**src/rtl/fetch_unit.sv**
```systemverilog
// Fetch stage: owns the PC, drives a 1-cycle-latency instruction BRAM and feeds
// the decode skid buffer, holding returned data across stalls and honouring redirects.
module fetch_unit #(
    parameter int              PC_W     = 32,
    parameter int              ADDR_W   = 9,
    parameter logic [PC_W-1:0] RESET_PC = '0
) (
    input  logic              clk,
    input  logic              rst,
    input  logic              redirect_valid,
    input  logic [PC_W-1:0]   redirect_pc,
    output logic              imem_en,
    output logic [ADDR_W-1:0] imem_addr,
    input  logic [31:0]       imem_rdata,
    output logic              fetch_to_skid_valid,
    output logic [PC_W-1:0]   fetch_to_skid_pc,
    output logic [31:0]       fetch_to_skid_instr,
    input  logic              fetch_to_skid_ready,
    output logic [31:0]       fetch_count
);

    logic [PC_W-1:0] r_pc;
    logic            r_f2_valid;
    logic [PC_W-1:0] r_f2_pc;
    logic            r_hold_valid;
    logic [31:0]     r_hold_instr;
    logic [31:0]     r_fetch_count;

    logic            w_adv;
    logic            w_accept;

    // Advance whenever the stage is empty or its current instruction leaves this cycle.
    assign w_adv    = !redirect_valid && (!r_f2_valid || fetch_to_skid_ready);
    assign w_accept = fetch_to_skid_valid && fetch_to_skid_ready;

    assign imem_en             = w_adv && !rst;
    assign imem_addr           = r_pc[ADDR_W+1:2];
    assign fetch_to_skid_valid = r_f2_valid && !redirect_valid;
    assign fetch_to_skid_pc    = r_f2_pc;
    assign fetch_to_skid_instr = r_hold_valid ? r_hold_instr : imem_rdata;
    assign fetch_count         = r_fetch_count;

    // NOTE: sequential state uses non-blocking assignments so every register
    // samples the pre-edge values of the others, whatever the statement order.
    always_ff @(posedge clk) begin
        if (rst) begin
            r_pc          <= RESET_PC;
            r_f2_valid    <= 1'b0;
            r_f2_pc       <= '0;
            r_hold_valid  <= 1'b0;
            r_hold_instr  <= '0;
            r_fetch_count <= '0;
        end else begin
            if (w_accept) begin
                r_fetch_count <= r_fetch_count + 32'd1;
            end

            if (redirect_valid) begin
                r_pc         <= {redirect_pc[PC_W-1:2], 2'b00};
                r_f2_valid   <= 1'b0;
                r_hold_valid <= 1'b0;
            end else if (w_adv) begin
                r_f2_valid   <= 1'b1;
                r_f2_pc      <= r_pc;
                r_pc         <= r_pc + PC_W'(4);
                r_hold_valid <= 1'b0;
            end else if (!r_hold_valid) begin
                // BRAM data is only valid one cycle after the read; capture it on the first stall cycle.
                r_hold_instr <= imem_rdata;
                r_hold_valid <= 1'b1;
            end
        end
    end

endmodule
```
**config.mk**
```make
export PLATFORM = sky130hd
export DESIGN_NAME = fetch_unit
export DESIGN_NICKNAME = d
export VERILOG_FILES = /design/src/rtl/fetch_unit.sv
export SDC_FILE = /design/constraint.sdc
export NUM_CORES = 1
export LEC_CHECK = 0
export BUFFER_PORTS_ARGS = -buffer_cell sky130_fd_sc_hd__buf_2
export CAP_MARGIN = 20
export CORE_MARGIN = 2
export CORE_UTILIZATION = 47
export DETAILED_ROUTE_END_ITERATION = 16
export GPL_ROUTABILITY_DRIVEN = 0
export PLACE_DENSITY = 0.79
export SLEW_MARGIN = 10
export SYNTH_ARGS = -nofsm -noshare
export SYNTH_HDL_FRONTEND = slang
export SYNTH_SLANG_ARGS = --single-unit
```
**constraint.sdc**
```tcl
create_clock -name clk -period 1.9 [get_ports clk]
set_input_delay 0 -clock clk [delete_from_list [all_inputs] [get_ports clk]]
set_output_delay 0 -clock clk [all_outputs]
set_load 0.1 [all_outputs]
```
**Yosys cells after proc, flatten, opt, wreduce, memory -nomap -nowiden**

Cells that the tools add are included.

- Bits in registers: 130
- Output and inout bits: 107
- Word-level logic and storage cells: 27

- Add/subtract/negate cells: 2
- Multiplexer cells: 4
- Reductions and logical operators: 12
- Bitwise operators: 2

Operators with widths:

| operator | number |
|---|---|
| 32-bit 2-to-1 mux | 3 |
| 32-bit by 1-bit adder with 32-bit output (second input constant) | 1 |
| 32-bit by 3-bit adder with 32-bit output (second input constant) | 1 |
| 1-bit logical AND | 4 |
| 2-bit AND reduction | 2 |
| 1-bit zero test | 3 |
| 1-bit NOT | 2 |
| 2-bit nonzero test | 1 |
| 2-bit OR reduction | 1 |
| 1-bit logical OR | 1 |
| 1-bit 2-to-1 mux | 1 |

**Depth between registers and ports, before layout**

Gate-level depths: netlist of run 1.

- Depth in word-level cells: 5
- Mapped depth: 7
- Gate-level depth less buffers: 6

**Least setup slack after synthesis of run 1**

No wires, ideal clock.

- Path type: register -> register
- Start: register r_f2_valid
- End: register r_pc[12]
- Setup time: 0.095 ns
- Period minus slack after synthesis: 2.698 ns
- Arrival time: 2.603 ns
- Cell stages (with the launch flop): 6
- Setup slack: -0.798 ns
- Path buffers: 2
- Cell sequence: dfxtp_1 nor2b_1 nand2b_1 clkbuf_1 clkbuf_1 a221oi_1

- Longest elaborated chain between the ends: 4

RTL lines:

| item | RTL line | text |
|---|---|---|
| start, declared | 23 | `logic r_f2_valid;` |
| start signal, assigned | 48 | `r_f2_valid <= 1'b0;` |
| start signal, assigned | 60 | `r_f2_valid <= 1'b0;` |
| start signal, assigned | 63 | `r_f2_valid <= 1'b1;` |
| 1-bit zero test | 33 | `assign w_adv = !redirect_valid && (!r_f2_valid \|\| fetch_to_skid_ready);` |
| 1-bit logical OR | 33 |  |
| 1-bit logical AND | 33 |  |
| 2-bit nonzero test (no source line) | -- |  |
| end signal, assigned | 59 | `r_pc <= {redirect_pc[PC_W-1:2], 2'b00};` |
| end signal, assigned | 65 | `r_pc <= r_pc + PC_W'(4);` |
| end, declared | 22 | `logic [PC_W-1:0] r_pc;` |

No other way between the ends.
A chain may end at the register's enable or synchronous reset.

**Final worst setup path of run 1**

- Start: register r_pc[2]
- End: register r_pc[18]

- Longest elaborated chain between the ends: 3

RTL lines:

| item | RTL line | text |
|---|---|---|
| 32-bit by 3-bit adder with 32-bit output | 65 |  |
| 32-bit 2-to-1 mux | 62 | `end else if (w_adv) begin` |
| 32-bit 2-to-1 mux | 58 | `if (redirect_valid) begin` |

No other way between the ends. The select of a mux whose other input is x is not followed.

==> run summary, run 1 <==
The cell family contributing the most delay on the critical path is simple AND/OR/NAND/NOR gates. Registers take 2584 sq um. The most common cell in the synthesized netlist is sky130_fd_sc_hd__dfxtp_1.

The critical path goes through ha_1 -> buf_4 -> nand3_1 -> or2_2 -> o311ai_1 -> nand3_1. Clock latency on the worst-skew pair, taken at its later pin, is 0.43 ns. The post-synthesis average cell area came out at 8.258 sq um. The source of the worst register-to-register timing path was r_pc[2]. The peak clock frequency supported by timing was 558.5 MHz; the post-route total power was 7.490 mW. The number of antenna violations at the first check in global routing came out at 0. The worst setup path is of the flip-flop to flip-flop kind.

The number of cells on the worst reg-to-reg path is 6. The floorplan step set the die height to 115.1 um. From synthesis to final layout, the design area changed by 45.24%.

The critical path buffer and inverter count was 1; the warning count from the yosys run was 0. Clock-pin slew was measured on the worst setup and hold paths at 0.06 ns. For flop-to-flop paths, the worst setup slack is 0.11 ns. The tools report the overall global routing resource usage as 0.2725. The worst hold path belongs to the class input port to flip-flop.

For the worst setup path, the data required time is 2.20 ns. Once detail routing completed, the nets flagged for antenna violations numbered 0. The run gives 0 as the max capacitance violation total. Counting along the longest clock path gives a buffer depth of 2. The area of the die is 13240 sq um. The most critical setup path has its startpoint at r_pc[2]. The clock root buffer was sky130_fd_sc_hd__clkbuf_16.

The max-slew headroom at the worst pin was 0.6134; the final routed DRC violation total was 0. The critical-path cell with the highest stage delay is sky130_fd_sc_hd__dfxtp_1. Area share of the largest cell type after synthesis: 0.4351. Leaving out filler cells and counting taps, the final layout contains 1071. The netlist area before placement was 5797 sq um. The stage delay of the slowest cell on the critical path is 0.39 ns. TritonCTS built the clock tree.

Clock tree synthesis inserted a total of 17 buffers. The initialized floorplan defines 40 standard-cell rows. STA puts the critical path data arrival time at 2.09 ns. Summing all multi-input logic gate instances after layout gives 3024 sq um.

The flow ran to the end, and the final reports show no timing, DRC or antenna violations. The floorplan core area is 12010 sq um, and the power density normalized to cell area is 889.6 nW/um^2. The horizontal extent of the die came out at 115.1 um. For the net count of the finished layout, the log shows 981. IR analysis of the VDD net gives a maximum drop of 824.7 uV. The first routing iteration left 478 violations. The total of buffers placed on input and output ports is 170. After layout, the minimum clock period comes to 1.791 ns.

The slew of the pin with the lowest slew margin was 0.5747 ns. The number of global-route vias before repair was 5676. Entering global routing, the biggest net connects 35 pins. The tools report the sum of net half-perimeters after detailed placement as 11520 um. Synthesis produced a netlist whose cell count is 702.

The clock sink count is 126, and the maximum fanout encountered on the critical timing path is 5. The number of search-and-repair iterations in the first detailed-routing pass was 5. In the final routed layout, each cell accounts on average for 16.56 um. The launch point of the worst hold path is imem_rdata[25].

In this run the number of cells on the critical path is 6. For this design the static power due to leakage is 3.567 nW. The starting density of the core is 0.4826, and the via-per-instance ratio is 5.494. 0 antenna diodes ended up in the layout. The logs give 175 for the I/O pin count and 0.4351 for the share of synthesized area occupied by flip-flops and latches.

The count of state elements after synthesis was 126. The clock arrives with 0.006792 ns of skew. The number of pins with negative max-slew slack in the final report is 0, and the number of levels the H-tree was split into is 4.

By area the synthesized netlist is led by sky130_fd_sc_hd__dfxtp_1 (44%), sky130_fd_sc_hd__nand2_1 (7.6%), sky130_fd_sc_hd__nor2_1 (6.3%). The number of flops mapped to enable cells by yosys is 0. The count of final hold-check violations was 0; the post-synthesis async set-or-reset flop share was 0.

Wires add up to 17740 um. The launching element type of the critical path was a flip-flop. The number of fill cells in the layout is 912, and the overall via count from detail_route is 5884. The share of the clock period used by the worst path is 0.9424, and the count of unique library cells instantiated by Yosys is 51. The dominant synthesized flop cell was sky130_fd_sc_hd__dfxtp_1. The biggest area consumer among synthesized cells is sky130_fd_sc_hd__dfxtp_1. In the synthesized netlist, the cells that appear most often are sky130_fd_sc_hd__dfxtp_1 (126), sky130_fd_sc_hd__nand2_1 (117), sky130_fd_sc_hd__nor2_1 (98). The fraction of final layout cells with drive strength greater than 1 was 0.3550. Among the stages of the critical path, the cell type that occurs most often is sky130_fd_sc_hd__nand3_1. Along the worst hold path, the cell count comes to 4.

The first global-routing pass estimated 28280 um of wire. Setup violations remaining at the end of the flow were counted as 0. For this run the aggregate overflow at the end of global routing stands at 0. Counting tap cells, the placed design contains a total of 1004 instances. The tools report the kind of end point of the critical path as a flip-flop.
cells in the final DEF, fill, tap and decap left out, types with 3 or more instances in the layout:
master / netlist / routed
sky130_fd_sc_hd__dfxtp_4: 0 / 10
sky130_fd_sc_hd__buf_4: 12 / 42
sky130_fd_sc_hd__dfxtp_1: 126 / 97
sky130_fd_sc_hd__xnor2_1: 11 / 11
sky130_fd_sc_hd__mux2i_1: 5 / 5
sky130_fd_sc_hd__mux2_2: 32 / 32
sky130_fd_sc_hd__a211oi_1: 12 / 11
sky130_fd_sc_hd__nand4_1: 29 / 29
sky130_fd_sc_hd__inv_1: 8 / 8
sky130_fd_sc_hd__dlygate4sd3_1: 0 / 33
sky130_fd_sc_hd__a221oi_1: 6 / 6
sky130_fd_sc_hd__and2_1: 3 / 3
sky130_fd_sc_hd__a311oi_1: 6 / 6
sky130_fd_sc_hd__nor3_1: 9 / 8
sky130_fd_sc_hd__nor2_1: 98 / 94
sky130_fd_sc_hd__clkinv_2: 0 / 5
sky130_fd_sc_hd__dfxtp_2: 0 / 19
sky130_fd_sc_hd__o22ai_1: 5 / 5
sky130_fd_sc_hd__nand3_1: 25 / 25
sky130_fd_sc_hd__nor2_2: 0 / 4
sky130_fd_sc_hd__buf_12: 0 / 33
sky130_fd_sc_hd__clkinv_4: 0 / 4
sky130_fd_sc_hd__or2_2: 3 / 3
sky130_fd_sc_hd__nand2_1: 117 / 117
sky130_fd_sc_hd__or3_1: 4 / 4
sky130_fd_sc_hd__a21oi_1: 65 / 65
sky130_fd_sc_hd__buf_2: 3 / 138
sky130_fd_sc_hd__clkbuf_16: 0 / 18
sky130_fd_sc_hd__and3_1: 5 / 5
sky130_fd_sc_hd__o21ai_0: 9 / 9
sky130_fd_sc_hd__clkinvlp_4: 0 / 3
sky130_fd_sc_hd__and4_1: 6 / 5
sky130_fd_sc_hd__xor2_1: 31 / 31
where the power goes:
group	switching, mW	leakage [nW]	internal (mW)
Combinational	1.00	2.23	0.447
Sequential	0.0783	1.05	2.73
Clock	1.23	0.287	2.00
flip-flops by register name (all words and copies together) (netlist names):
register	count
r_hold_instr	32
fetch_count	32
r_hold_valid	1
r_pc	30
fetch_to_skid_pc	30
r_f2_valid	1
cell type report:
cell class	instances	share of cell area
inverter	10	0.004458
clock inverter	14	0.01694
sequential	126	0.3069
clock buffer	18	0.05350
multi-input combinational	510	0.3592
tap	147	0.02185
timing repair buffer	246	0.2372
routing by layer:
layer	global-route usage	up-vias	share of wire	wire (um)
met5	0	-	0	0
met4	0.1253	0	0.034	599
li1	-	2830	-	-
met3	0.09858	70	0.088	1556
met2	0.4357	285	0.48	8466
met1	0.3283	2699	0.40	7118
final timing paths:
check	end
worst min-delay path	r_hold_instr[25]
worst max register to register	r_pc[18]
worst min register to register	r_hold_instr[21]
worst max-delay path	r_pc[18]
per-stage QoR:
stage	utilization	TNS, ns	cell area [sq um]	hold WS, ns	setup WS (ns)
finish	0.7009	0	8419	0.0003859	0.1095
global route	0.7009	-0.02553	8419	0.01999	-0.02553
CTS	0.6972	0	8374	0.001284	0.05280
detailed placement	0.6203	0	7451	0.2592	0.09961
global placement	0.6203	0	7451	0.2560	0.1576
floorplan	-	-0.04766	5874	0.1411	-0.04766
kinds of logic after synthesis:
group | synth area share
AND/OR/NAND/NOR | 0.2532
flip-flops | 0.4351
AO/OA/AOI/OAI | 0.1194
buffers and inverters | 0.05310
XOR/XNOR | 0.06346
multiplexers | 0.07080
adder cells (fa/ha/maj) | 0.004316
other | 0.0006469
worst register-to-register path: stages, from the launching register on:
cell	delay [ns]
sky130_fd_sc_hd__dfxtp_1	0.39
sky130_fd_sc_hd__ha_1	0.22
sky130_fd_sc_hd__buf_4	0.14
sky130_fd_sc_hd__nand3_1	0.11
sky130_fd_sc_hd__or2_2	0.38
sky130_fd_sc_hd__o311ai_1	0.30
sky130_fd_sc_hd__nand3_1	0.13
what timing repair did:
action | CTS | global route
endpoints found under the hold margin | 35 | 0
setup buffers | 0 | 2
gates resized for setup | 0 | 9
setup endpoints to repair | 0 | 10
hold buffers | 33 | 0
(Power assumes the default switching activity.)
==> inputs of run 2 (changes only) <==
--- a/config.mk
+++ b/config.mk
@@ -8,10 +8,10 @@
 export BUFFER_PORTS_ARGS = -buffer_cell sky130_fd_sc_hd__buf_2
 export CAP_MARGIN = 20
 export CORE_MARGIN = 2
-export CORE_UTILIZATION = 47
+export CORE_UTILIZATION = 36
 export DETAILED_ROUTE_END_ITERATION = 16
 export GPL_ROUTABILITY_DRIVEN = 0
-export PLACE_DENSITY = 0.79
+export PLACE_DENSITY = 0.64
 export SLEW_MARGIN = 10
 export SYNTH_ARGS = -nofsm -noshare
 export SYNTH_HDL_FRONTEND = slang
==> run summary, run 2 (synthesized netlist as in run 1, its figures left out) <==
The run finished with clean final reports. The tools report the internal power as 5.676 mW (+9.7%). The final clock skew was 0.006458 ns (-0.0003343 ns); the length of routed met2 wiring was 7497 um (-11%). The library cells used most frequently in the layout, excluding fill and tap cells, are sky130_fd_sc_hd__buf_2 (138), sky130_fd_sc_hd__nand2_1 (117), sky130_fd_sc_hd__nor2_1 (97), sky130_fd_sc_hd__dfxtp_1 (97), sky130_fd_sc_hd__a21oi_1 (65). The number of endpoints failing setup at the final stage is 0 (unchanged), and the overall global routing resource usage is 0.2007 (-0.07178).

Setup repair after global routing left no endpoint under its margin. The worst hold path begins at imem_rdata[28]. The logs give 0 (unchanged) for the post-CTS setup repair buffer count and 46 (+15%) for the number of placement rows. For the setup slack after layout, the log shows 0.08298 ns (-0.02648 ns). The top layer used by detailed routing was met4. The horizontal extent of the die is 130.9 um (+14%). The logs give 47 (+34%) for the maximum number of pins on one net before global-route repair and 0.468 (+0.037) for the part of the power in the clock network. The met3 routed wirelength is 1547 um (-0.58%), and the proportion of total power due to net switching is 0.2870 (-0.02194). Starting density of the core: 0.3662 (-0.1164). The post-route antenna net violation count was 0 (unchanged); the number of antenna violations at the first check in global routing was 0 (unchanged). The maximum fanout encountered on the critical timing path came out at 5 (unchanged).

The tools report the highest ir drop seen on vdd as 619.7 uV (-25%). The floorplan die height works out to 130.9 um (+14%). Number of search-and-repair iterations in the first detailed-routing pass: 4 (-1). Fraction of final layout cells with drive strength greater than 1: 0.3511 (-0.003891). The run gives 2.285 mW (-1.3%) as the switching power summed over all nets. The sum of net half-perimeters after detailed placement was 11910 um (+3.3%). The run gives 0.6419 (+0.02854) as the max-slew headroom at the worst pin. The tools report the kind of end point of the critical path as an output port. The post-synthesis to final-layout area growth was 47.38%. The leakage power total is 3.579 nW (+0.32%). In this run the critical register-to-register path is captured at r_pc[30]. TritonCTS built the clock tree.

The slew of the pin with the lowest slew margin was 0.5364 ns (-0.03829 ns); the depth of the worst hold-timing path was 4 (unchanged). The logs give 0 (unchanged) for the count of final hold-check violations and 293 (-39%) for the initial detailed-routing violation count. The tools report the final routed DRC violation total as 0 (unchanged).

Path type of the worst min-delay path: input port to flip-flop. The run gives 175 (unchanged) as the I/O pin count. Clock root buffer: sky130_fd_sc_hd__clkbuf_16. Number of cells on the worst reg-to-reg path: 6 (unchanged).

The endpoint arrival time on the critical path is 1.82 ns (-0.27 ns). The worst reg-to-reg setup slack was 0.13 ns (+0.02 ns). Overall via count from detail_route: 5638 (-4.2%). The worst hold path terminates at r_hold_instr[28]. The wire length of the first global-routing pass is 27140 um (-4.0%). The power density normalized to cell area came out at 931.9 nW/um^2 (+4.8%). The detailed-route wire length per cell was 14.79 um (-11%); the endpoint required time on the critical path was 1.90 ns (-0.30 ns).

Combinational fraction of design power: 0.180 (-0.014). The tools report the TritonCTS buffer count as 17 (unchanged). Proportion of power drawn by flip-flops and latches: 0.352 (-0.023). The tools report the clock sink count as 126 (unchanged).

For the net count of the finished layout, the log shows 977 (-0.41%). The share of the clock period used by the worst path was 0.9563 (+0.01394). The number of levels the H-tree was split into is 4 (unchanged), and the overall routed net length is 16800 um (-5.3%).

The startpoint identified for the worst register-to-register timing path is r_pc[2]. The run gives 15830 sq um (+32%) as the floorplan core area. The via-per-instance ratio was 4.963 (-9.7%).

The tools report the launching element type of the critical path as a flip-flop. Leaving out fill and tap cells, the most frequent cell in the layout is sky130_fd_sc_hd__buf_2. The area of the die was 17130 sq um (+29%). The number of global-route vias before repair came out at 5530 (-2.6%). The post-route minimum period was 1.817 ns (+0.02648 ns); the max capacitance violation total was 0 (unchanged). The worst-case clock buffer depth is 2 (unchanged).

The total of buffers placed on input and output ports works out to 170 (unchanged). Clock transition at the registers of the reported paths: 0.06 ns (about the same). The insertion delay to the later sink of the worst-skew pair was 0.41 ns (-0.02 ns). Number of diodes added for antenna fixing: 0 (unchanged).

The logs give 0 (unchanged) for the aggregate global routing overflow and 0.1038 ns (+0.004156 ns) for the setup slack after placement. The logs give 550.4 MHz (-1.5%) for the peak clock frequency supported by timing and 0.01499 ns (+0.01460 ns) for the worst hold slack across all endpoints. The tools report the wire length on met1 as 7405 um (+4.0%). Number of fill cells in the layout: 1472 (+61%). The number of pins with negative max-slew slack in the final report is 0 (unchanged). The setup path with the least slack is of type flip-flop to output port.
[run 2: cell count changes in the layout (fill, tap and decap cells not counted), moves of 3 or more]
cell	previous run	this run
sky130_fd_sc_hd__nor2_2	4	1
sky130_fd_sc_hd__clkinv_2	5	0
sky130_fd_sc_hd__nor2_1	94	97
sky130_fd_sc_hd__dlygate4sd3_1	33	30
sky130_fd_sc_hd__bufinv_16	2	6
[run 2: what timing repair did]
item / in CTS / in global routing
resized for setup: 0 / 4
endpoints found under the hold margin: 30 / 0
hold buffers: 30 / 0
endpoints found under the setup margin: 0 / 2
[run 2: layout make-up]
| cell class | instances | area, sq um | share of cell area |
|---|---|---|---|
| clock inverters | 13 | 237.7 | 0.02783 |
| clock buffers | 19 | 442.9 | 0.05185 |
| well taps | 216 | 270.3 | 0.03163 |
| flip-flops and latches | 126 | 2584 | 0.3024 |
| multi-input cells | 510 | 3012 | 0.3525 |
| inverters | 10 | 37.54 | 0.004394 |
| repair buffers | 242 | 1959 | 0.2293 |
[run 2: per-layer routing]
metal	GRT usage	up-vias
met3	0.08306	34
met4	0.07134	0
li1	-	2831
met1	0.2494	2582
met2	0.3140	191
met5	0	-
[run 2: worst max path at each step]
stage | from | endpoint | slack, ns
floorplan | fetch_count[5] | fetch_count[31] | -0.05
global placement | r_pc[2] | r_pc[30] | 0.16
detailed placement | r_pc[2] | r_pc[30] | 0.10
CTS | r_pc[2] | r_pc[30] | 0.05
global route | r_pc[19] | r_pc[29] | 0.002
finish | r_f2_valid | imem_en | 0.08
[run 2: through the flow]
stage                       util  power [mW]  cells  cell area [sq um]  setup TNS (ns)
final                     0.5398       7.961   1136               8543               0
after global routing      0.5398       8.254   1136               8543               0
after CTS                 0.5387       8.029   1136               8526               0
after detailed placement  0.4767       4.236   1074               7545               0
after global placement    0.4767       4.227   1074               7545               0
after floorplan                -       3.821    703               5874        -0.04766
[run 2: worst max-delay path, stage by stage (launching register included)]
cell and delay, ns:
sky130_fd_sc_hd__dfxtp_1 0.30, sky130_fd_sc_hd__nor2b_1 0.17, sky130_fd_sc_hd__buf_4 0.15, sky130_fd_sc_hd__buf_4 0.15, sky130_fd_sc_hd__nor3_2 0.15, sky130_fd_sc_hd__buf_2 0.47
[run 2: power groups by stage]
stage	registers (mW)	clock network, mW	logic, mW
global route	2.81	3.93	1.51
floorplan	3.06	0	0.766
CTS	2.80	3.80	1.44
detailed placement	2.85	0	1.38
global placement	2.85	0	1.38
finish	2.80	3.73	1.43
==> inputs of run 3 (changes only) <==
--- a/config.mk
+++ b/config.mk
@@ -12,6 +12,7 @@
 export DETAILED_ROUTE_END_ITERATION = 16
 export GPL_ROUTABILITY_DRIVEN = 0
 export PLACE_DENSITY = 0.64
+export SETUP_SLACK_MARGIN = 0.15
 export SLEW_MARGIN = 10
 export SYNTH_ARGS = -nofsm -noshare
 export SYNTH_HDL_FRONTEND = slang
==> run summary, run 3 (synthesized netlist as in run 1, its figures left out) <==
The flow ran to the end, and the final reports show no timing, DRC or antenna violations. The power density normalized to cell area was 932.5 nW/um^2 (about the same). For the number of antenna violations at the first check in global routing, the log shows 1 (+1).

For the worst-case clock buffer depth, the log shows 2 (unchanged). Path type of the worst min-delay path: input port to flip-flop. The proportion of total power due to net switching is 0.2759 (-0.01112). The initial detailed-routing violation count came out at 320 (+9.2%). Leaving out fill and tap cells, the most frequent cell in the layout is sky130_fd_sc_hd__buf_2.

The aggregate global routing overflow was 0 (unchanged); the maximum fanout encountered on the critical timing path was 5 (unchanged). The number of fill cells in the layout was 1435 (-2.5%). The run gives 587.0 MHz (+6.7%) as the peak clock frequency supported by timing. The fraction of final layout cells with drive strength greater than 1 was 0.3680 (+0.01688); the I/O pin count was 175 (unchanged). The slew of the pin with the lowest slew margin works out to 0.5045 ns (-0.03183 ns). The part of the power in the clock network is 0.478 (+0.010), and the number of cells in the design after placement is 1070 (-0.37%).

The TritonCTS buffer count was 17 (unchanged). Number of endpoints failing setup at the final stage: 0 (unchanged). The logs give 0.3662 (unchanged) for the starting density of the core and 15830 sq um (unchanged) for the floorplan core area. The run gives 17130 sq um (unchanged) as the area of the die.

Internal power: 5.879 mW (+3.6%). For the overall via count from detail_route, the log shows 5635 (-0.053%). The sum of net half-perimeters after detailed placement was 11690 um (-1.8%); the max-slew headroom at the worst pin was 0.6611 (+0.01915). The tools report the overall routed net length as 16990 um (+1.1%).

Final core utilization: 0.5501 (+0.01036). The final routed DRC violation total is 0 (unchanged). Setup repair after global routing could not meet its margin everywhere. The horizontal extent of the die came out at 130.9 um (unchanged). Endpoint arrival time on the critical path: 2.00 ns (+0.18 ns). For the number of search-and-repair iterations in the first detailed-routing pass, the log shows 5 (+1). The switching power summed over all nets was 2.240 mW (-2.0%); the proportion of power drawn by flip-flops and latches was 0.345 (-0.007). The total of buffers placed on input and output ports is 170 (unchanged), and the final clock skew is 0.005487 ns (-0.0009708 ns).

The net count of the finished layout was 981 (+0.41%); the overall global routing resource usage was 0.1996 (-0.001100). CTS placed an instance of sky130_fd_sc_hd__clkbuf_16 at the clock tree root. The number of global-route vias before repair is 5275 (-4.6%), and the count of final hold-check violations is 0 (unchanged). The highest ir drop seen on vdd was 641.5 uV (+3.5%).

The run gives 0 (unchanged) as the post-route antenna net violation count. The class of the most critical setup path was flip-flop to flip-flop. In the layout the commonest cells are sky130_fd_sc_hd__buf_2 (138), sky130_fd_sc_hd__nand2_1 (117), sky130_fd_sc_hd__nor2_1 (94).

The number of levels the H-tree was split into was 4 (unchanged); the detailed-route wire length per cell was 14.89 um (+0.68%). The post-route minimum period came out at 1.704 ns (-0.1135 ns). Leakage power total: 3.642 nW (+1.8%). The logs give 0 (unchanged) for the max capacitance violation total and 46 (unchanged) for the number of placement rows. The launching element type of the critical path is a flip-flop.

The tools report the clock sink count as 126 (unchanged). The run gives 26770 um (-1.4%) as the wire length of the first global-routing pass. Compared with the post-synthesis result, the final layout area differs by 50.21%. The combinational fraction of design power is 0.177 (-0.003). The endpoint required time on the critical path is 2.20 ns (+0.30 ns), and the share of the clock period used by the worst path is 0.8966 (-0.05974). The via-per-instance ratio was 4.939 (-0.49%).

The clock transition at the registers of the reported paths works out to 0.06 ns (about the same). The floorplan die height was 130.9 um (unchanged); the non-filler instance count after layout was 1141 (+0.44%). Insertion delay to the later sink of the worst-skew pair: 0.42 ns (about the same).

The run gives 8.120 mW (+2.0%) as the post-route total power. For the maximum number of pins on one net before global-route repair, the log shows 41 (-13%). The worst setup path is captured at a flip-flop. Number of pins with negative max-slew slack in the final report: 0 (unchanged).

TritonCTS built the clock tree.
## run 3: final cells by class
type / instances / area, sq um / share of cell area
Sequential cell: 126 / 2611 / 0.2999
Antenna cell: 1 / 2.502 / 0.0002874
Tap cell: 216 / 270.3 / 0.03104
Clock inverter: 14 / 269.0 / 0.03090
Inverter: 10 / 37.54 / 0.004311
Clock buffer: 18 / 429.2 / 0.04929
Timing Repair Buffer: 246 / 2017 / 0.2316
Multi-Input combinational cell: 510 / 3070 / 0.3526
## run 3: final timing paths
| kind | to | slack [ns] | depth (start not counted) | start |
|---|---|---|---|---|
| min reg2reg | fetch_to_skid_pc[26] | 0.45 | 2 | fetch_to_skid_pc[26] |
| min | r_hold_instr[8] | 0.02 | 4 | imem_rdata[8] |
| max | r_pc[29] | 0.20 | 5 | r_pc[26] |
| max reg2reg | r_pc[29] | 0.20 | 5 | r_pc[26] |
## run 3: through the flow
stage / area, sq um / setup slack, ns / setup TNS [ns] / hold slack, ns
floorplan: 5904 / -0.01642 / -0.01642 / 0.1411
global placement: 7562 / 0.1657 / 0 / 0.2646
detailed placement: 7562 / -0.01961 / -0.01961 / 0.2581
CTS: 8602 / 0.1366 / 0 / 0.002214
global route: 8707 / 0.1035 / 0 / 0.02774
finish: 8707 / 0.1965 / 0 / 0.01568
## run 3: what timing repair did
| action | CTS | global route |
|---|---|---|
| setup endpoints to repair | 5 | 21 |
| gates resized for setup | 3 | 23 |
| pin swaps | 1 | 6 |
| hold buffers | 31 | 0 |
| hold endpoints to repair | 31 | 0 |
| buffers inserted | 3 | 4 |
## run 3: worst max-delay path, stage by stage, from the launching register on
cell and delay [ns]:
sky130_fd_sc_hd__dfxtp_1 0.44, sky130_fd_sc_hd__nand4_1 0.17, sky130_fd_sc_hd__nor2_1 0.26, sky130_fd_sc_hd__nand4_1 0.15, sky130_fd_sc_hd__xor2_1 0.18, sky130_fd_sc_hd__a2111oi_2 0.39
## run 3: power by group through the flow
stage	clock network (mW)	registers (mW)	logic, mW
4_1_cts	3.96	2.80	1.43
3_3_place_gp	0	2.85	1.37
2_1_floorplan	0	3.05	0.768
6_report	3.88	2.80	1.44
3_5_place_dp	0	2.85	1.38
5_1_grt	4.08	2.82	1.51
## run 3: layer usage
metal | track usage | share of wire | vias up
met5 | 0 | 0 | -
met4 | 0.06446 | 0.011 | 0
met3 | 0.07736 | 0.085 | 17
met2 | 0.3134 | 0.45 | 175
met1 | 0.2528 | 0.45 | 2598
li1 | - | - | 2845
